[src/rtl/sub_pkg.sv]
// Shared definitions for the multi-cycle subtractor: FSM state type and default geometry.
package sub_pkg;

   typedef enum logic [1:0] {
      StIdle = 2'd0,
      StRun  = 2'd1,
      StDone = 2'd2
   } state_e;

   localparam int unsigned DefWidth = 16;
   localparam int unsigned DefChunk = 4;

endpackage

[src/rtl/sub_slice.sv]
// Combinational CHUNK-bit subtract slice: diff = a - b - borrow_in, with borrow out.
module sub_slice #(
   parameter int unsigned CHUNK = 4
) (
   input  logic [CHUNK-1:0] a_i,
   input  logic [CHUNK-1:0] b_i,
   input  logic             borrow_i,
   output logic [CHUNK-1:0] diff_o,
   output logic             borrow_o
);

   logic [CHUNK:0] full;

   // One extra bit: the result goes negative exactly when a borrow leaves the slice.
   always_comb begin
      full     = {1'b0, a_i} - {1'b0, b_i} - {{CHUNK{1'b0}}, borrow_i};
      diff_o   = full[CHUNK-1:0];
      borrow_o = full[CHUNK];
   end

endmodule

[src/rtl/multicycle_sub.sv]
// Multi-cycle subtractor: latches operands on start, then resolves one CHUNK-bit slice per clock.
module multicycle_sub
   import sub_pkg::*;
#(
   parameter int unsigned WIDTH = DefWidth,
   parameter int unsigned CHUNK = DefChunk
) (
   input  logic             clk,
   input  logic             rst,
   input  logic             start,
   input  logic [WIDTH-1:0] a,
   input  logic [WIDTH-1:0] b,
   input  logic             bin,
   input  logic             signed_mode,
   output logic             busy,
   output logic             done,
   output logic [WIDTH-1:0] diff,
   output logic             bor,
   output logic             ovf
);

   localparam int unsigned NCHUNK = WIDTH / CHUNK;
   localparam int unsigned IdxW   = (NCHUNK > 1) ? $clog2(NCHUNK) : 1;

   state_e           state_q;
   logic [IdxW-1:0]  idx_q;
   logic [WIDTH-1:0] a_q, b_q, acc_q, diff_q;
   logic             sm_q, borrow_q, bor_q, ovf_q;

   logic [CHUNK-1:0] sl_a, sl_b, sl_diff;
   logic             sl_bout;
   logic [WIDTH-1:0] acc_next;
   logic             last_slice;
   logic             ovf_next;

   always_comb begin
      sl_a       = a_q[idx_q*CHUNK +: CHUNK];
      sl_b       = b_q[idx_q*CHUNK +: CHUNK];
      acc_next   = acc_q;
      acc_next[idx_q*CHUNK +: CHUNK] = sl_diff;
      last_slice = (idx_q == IdxW'(NCHUNK - 1));
      ovf_next   = sm_q & (a_q[WIDTH-1] ^ b_q[WIDTH-1]) & (acc_next[WIDTH-1] ^ a_q[WIDTH-1]);
   end

   sub_slice #(
      .CHUNK (CHUNK)
   ) u_slice (
      .a_i      (sl_a),
      .b_i      (sl_b),
      .borrow_i (borrow_q),
      .diff_o   (sl_diff),
      .borrow_o (sl_bout)
   );

   // acc_q collects partial slices privately; diff_q only changes on completion.
   always_ff @(posedge clk or posedge rst) begin
      if (rst) begin
         state_q  <= StIdle;
         idx_q    <= '0;
         a_q      <= '0;
         b_q      <= '0;
         acc_q    <= '0;
         diff_q   <= '0;
         sm_q     <= 1'b0;
         borrow_q <= 1'b0;
         bor_q    <= 1'b0;
         ovf_q    <= 1'b0;
      end else begin
         case (state_q)
            StIdle, StDone: begin
               if (start) begin
                  a_q      <= a;
                  b_q      <= b;
                  borrow_q <= bin;
                  sm_q     <= signed_mode;
                  idx_q    <= '0;
                  acc_q    <= '0;
                  state_q  <= StRun;
               end else begin
                  state_q  <= StIdle;
               end
            end
            StRun: begin
               acc_q    <= acc_next;
               borrow_q <= sl_bout;
               idx_q    <= idx_q + IdxW'(1);
               if (last_slice) begin
                  diff_q  <= acc_next;
                  bor_q   <= sl_bout;
                  ovf_q   <= ovf_next;
                  idx_q   <= '0;
                  state_q <= StDone;
               end
            end
            default: state_q <= StIdle;
         endcase
      end
   end

   assign busy = (state_q == StRun);
   assign done = (state_q == StDone);
   assign diff = diff_q;
   assign bor  = bor_q;
   assign ovf  = ovf_q;

endmodule

[config.mk]
export PLATFORM = sky130hd
export DESIGN_NAME = multicycle_sub
export DESIGN_NICKNAME = d
export VERILOG_FILES = /design/src/rtl/sub_pkg.sv /design/src/rtl/sub_slice.sv /design/src/rtl/multicycle_sub.sv
export SDC_FILE = /design/constraint.sdc
export NUM_CORES = 1
export LEC_CHECK = 0
export ABC_AREA = 1
export ABC_CLOCK_PERIOD_IN_PS = 4200
export BUFFER_PORTS_ARGS = -buffer_cell sky130_fd_sc_hd__buf_2
export CAP_MARGIN = 20
export CORE_AREA = 2 2 78 80
export CTS_BUF_LIST = sky130_fd_sc_hd__clkbuf_8
export DETAILED_ROUTE_END_ITERATION = 8
export DIE_AREA = 0 0 80 82
export GPL_TIMING_DRIVEN = 0
export PLACE_DENSITY = 0.89
export SLEW_MARGIN = 20
export SYNTH_ARGS = -nofsm -noshare
export SYNTH_HDL_FRONTEND = slang
export SYNTH_SLANG_ARGS = --single-unit
[constraint.sdc]
create_clock -name clk -period 4.2 [get_ports clk]
set_input_delay 0.42 -clock clk [delete_from_list [all_inputs] [get_ports clk]]
set_output_delay 0.42 -clock clk [all_outputs]
set_load 0.005 [all_outputs]
==> run_results.csv <==
group,metric,value,unit
run_status,status,"completed",
sta,max_slew_margin,63.1,%
synth,ys_types,31,
setup_path,reg2reg_depth,13,
synth,ys_warn_count,0,
sta,period_share,77.2,%
clock_network,cts_hold_buf,0,
route,postRouteAntennaNets,0,
setup_path,cp_max_fo,12,
place,gp_congestion,0.929,
die,dieArea,6560,um2
setup_path,endpoint_kind,"flop",
sta,tightest_slew,0.554,ns
clock_network,cts_resized,0,
global_routing,grt_pass1_wl,12700,um
sta,finalHoldViolCount,0,
power,seqPwrFrac,33.0,%
sta,setup-tns-final,0,ns
setup_path,max_stage_delay,0.46,ns
layout,layout.nets,476,
setup_path,r2r_slack,0.96,ns
setup_path,path_cells,"buf_6 > inv_6 > clkbuf_1 > nand2_1 > a32o_1 > fa_1 > fa_1 > xnor2_1 > nor2_1 > inv_1 > nor2_1 > a22oi_1 > o21ai_0",
place,io_buffers,56,
synth,synth_area_leaders,"dfrtp_1, mux2_2, nand2_1, inv_1, ha_1",
route,drtIter0Drc,141,
route,firstDrtPassIters,4,
setup_path,crit_buf_inv,4,
synth,syn_area,3480,um2
place,hpwl,5560,um
sta,fmax,308,MHz
global_routing,grt_max_degree,50,
power,power_density,873,nW/um2
synth,yosys.area.top_type,"dfrtp_1",
setup_path,arrival,3.47,ns
sta,finalMaxSlewViolations,0,
global_routing,grt_pass1_vias,2759,
layout,area_growth,16.4,%
sta,rsz0062_at_grt,"no",
route,wl_per_cell,15.0,um
route,drc,0,
power,p_total,3530,uW
die,dieHeight,82,um
route,wl,7580,um
synth,syn_nets,408,
route,num_vias,2717,
sta,period_minus_slack,3.24,ns
global_routing,antenna_found_initial,0,
clock_network,htree_levels,3,
synth,ys_seq_elements,72,
synth,synth_top_area_share,51.8,%
setup_path,setup.worst_path.start,"idx_q[0]",
setup_path,crit_type,"reg2reg",
layout,drive_gt1_share,30.6,%
flow_run,drv_cap,0,
power,ir_drop,505,uV
power,internal_power,1980,uW
clock_network,clockBufferDepth,2,
route,vias_per_cell,5.36,
clock_network,cts_setup_buffers,0,
layout,num_antenna_cells,0,
sta,finalClockSkew,0.00961,ns
setup_path,crit_required,4.43,ns
power,p_sw_share,43.8,%
die,die_w,80,um
synth,syn_avg_cell_area,9.69,um2
power,leakage,0.00200,uW
synth,syn_inst,359,
clock_network,cts.clk_slew.worst_paths,0.07,ns
die,fp-row-count,28,
clock_network,cts_root_buffer,"clkbuf_8",
sta,setup_viol,0,
hold_path,hold_path.class,"in2async",
setup_path,r2r_start,"idx_q[0]",
setup_path,crit_slowest_cell,"fa_1",
setup_path,startpoint_type,"flop",
synth,synth-seq-area-share,51.8,%
global_routing,grt_usage,25.8,%
clock_network,cts_buffers,9,
global_routing,overflow,0,
clock_network,insertion_delay,0.35,ns
power,comb_power_share,53.7,%
die,core,5750,um2
power,clockPowerShare,13.4,%
die,start_util,60.5,%
setup_path,reg2reg_to,"acc_q[6]",
power,power.switching,1550,uW
setup_path,crit_family,"adder cells",
die,io_pins,57,
clock_network,cts.sinks,72,
clock_network,tritoncts,"yes",
worst register-to-register path, stage by stage (launching register included):
cell	delay (ns)
dfrtp_1	0.43
buf_6	0.17
inv_6	0.09
clkbuf_1	0.44
nand2_1	0.09
a32o_1	0.26
fa_1	0.46
fa_1	0.45
xnor2_1	0.26
nor2_1	0.07
inv_1	0.07
nor2_1	0.06
a22oi_1	0.18
o21ai_0	0.10
cell usage in the layout, fill, tap and decap left out, types with 3 or more instances in the layout:
cell type	netlist	final
buf_6	3	3
o21ai_0	18	18
clkbuf_1	3	3
o21ai_1	12	12
nand3_2	3	3
clkinv_2	0	4
ha_1	10	10
dfrtp_1	72	72
nor2_4	3	3
nand3_1	4	4
clkbuf_8	0	10
buf_2	7	63
o21ai_2	4	4
o22ai_1	20	20
nor2_1	23	23
inv_2	6	6
inv_1	44	45
a22oi_1	3	3
mux2_2	29	29
nand2_1	70	70
a21oi_1	9	9
kinds of logic after synthesis:
family                   share of synthesized area [%]
AND/OR/NAND/NOR                                   13.8
buffers and inverters                             8.06
flip-flops                                        51.8
AO/OA/AOI/OAI                                     11.7
adder cells (fa/ha/maj)                           4.75
XOR/XNOR                                         0.504
multiplexers                                      9.39
flip-flops by register name (all words and copies together), names as in the netlist:
name / cells
bor: 1
b_q: 16
a_q: 16
sm_q: 1
idx_q: 2
acc_q: 16
diff: 16
ovf: 1
state_q: 2
borrow_q: 1
power groups by stage:
stage	logic, uW	registers (uW)	clock network, uW
4_1_cts	1890	1160	480
5_1_grt	2150	1200	514
3_5_place_dp	1890	1170	0
2_1_floorplan	1440	1130	0
6_report	1900	1160	473
3_3_place_gp	1820	1150	0
per-stage QoR:
step,cells,hold WS [ns],setup WS (ns),cell area [um2],util [%]
final,507,0.0257,0.957,4050,70.4
after global routing,507,0.0451,0.676,4050,70.4
after CTS,507,0.0258,0.967,4050,70.4
after detailed placement,491,0.406,0.954,3880,67.6
after global placement,490,0.458,1.01,3850,67.1
after floorplan,359,0.449,1.39,3480,-
area by class of cell:
cell class | instances | area (um2)
fillers | 467 | 1700
clock buffers | 10 | 138
multi-input cells | 222 | 1400
plain buffers | 14 | 83.8
inverters | 51 | 199
repair buffers | 57 | 308
clock inverters | 6 | 27.5
flip-flops and latches | 72 | 1800
well taps | 75 | 93.8
layer usage:
metal	share of wire (%)	global-route usage [%]
met3	4.3	5.93
met1	44	31.2
met2	50	44.7
met4	2.1	11.0
met5	0	0
synthesized netlist by cell type:
master	instances
inv_6	1
nor3_1	1
buf_6	3
o21ai_0	18
inv_2	6
nor4_2	1
and2_1	1
a21oi_1	9
a22oi_1	3
mux2_2	29
nand4_1	1
buf_1	1
clkbuf_1	3
nand3_2	3
nor2_1	23
nor2_4	3
a32o_1	2
dfrtp_1	72
o21ai_1	12
buf_2	7
nand2_2	2
o21ai_2	4
inv_1	44
ha_1	10
xnor2_1	2
o211ai_1	1
o22ai_1	20
nand2_1	70
nand3_1	4
or2_2	1
fa_1	2
how the worst max path moves through the flow:
stage,to,cells after the start
after floorplan,borrow_q,14
after global placement,acc_q[14],13
after detailed placement,acc_q[14],13
after CTS,borrow_q,14
after global routing,acc_q[6],13
final,acc_q[6],13
(Power assumes the default switching activity.)
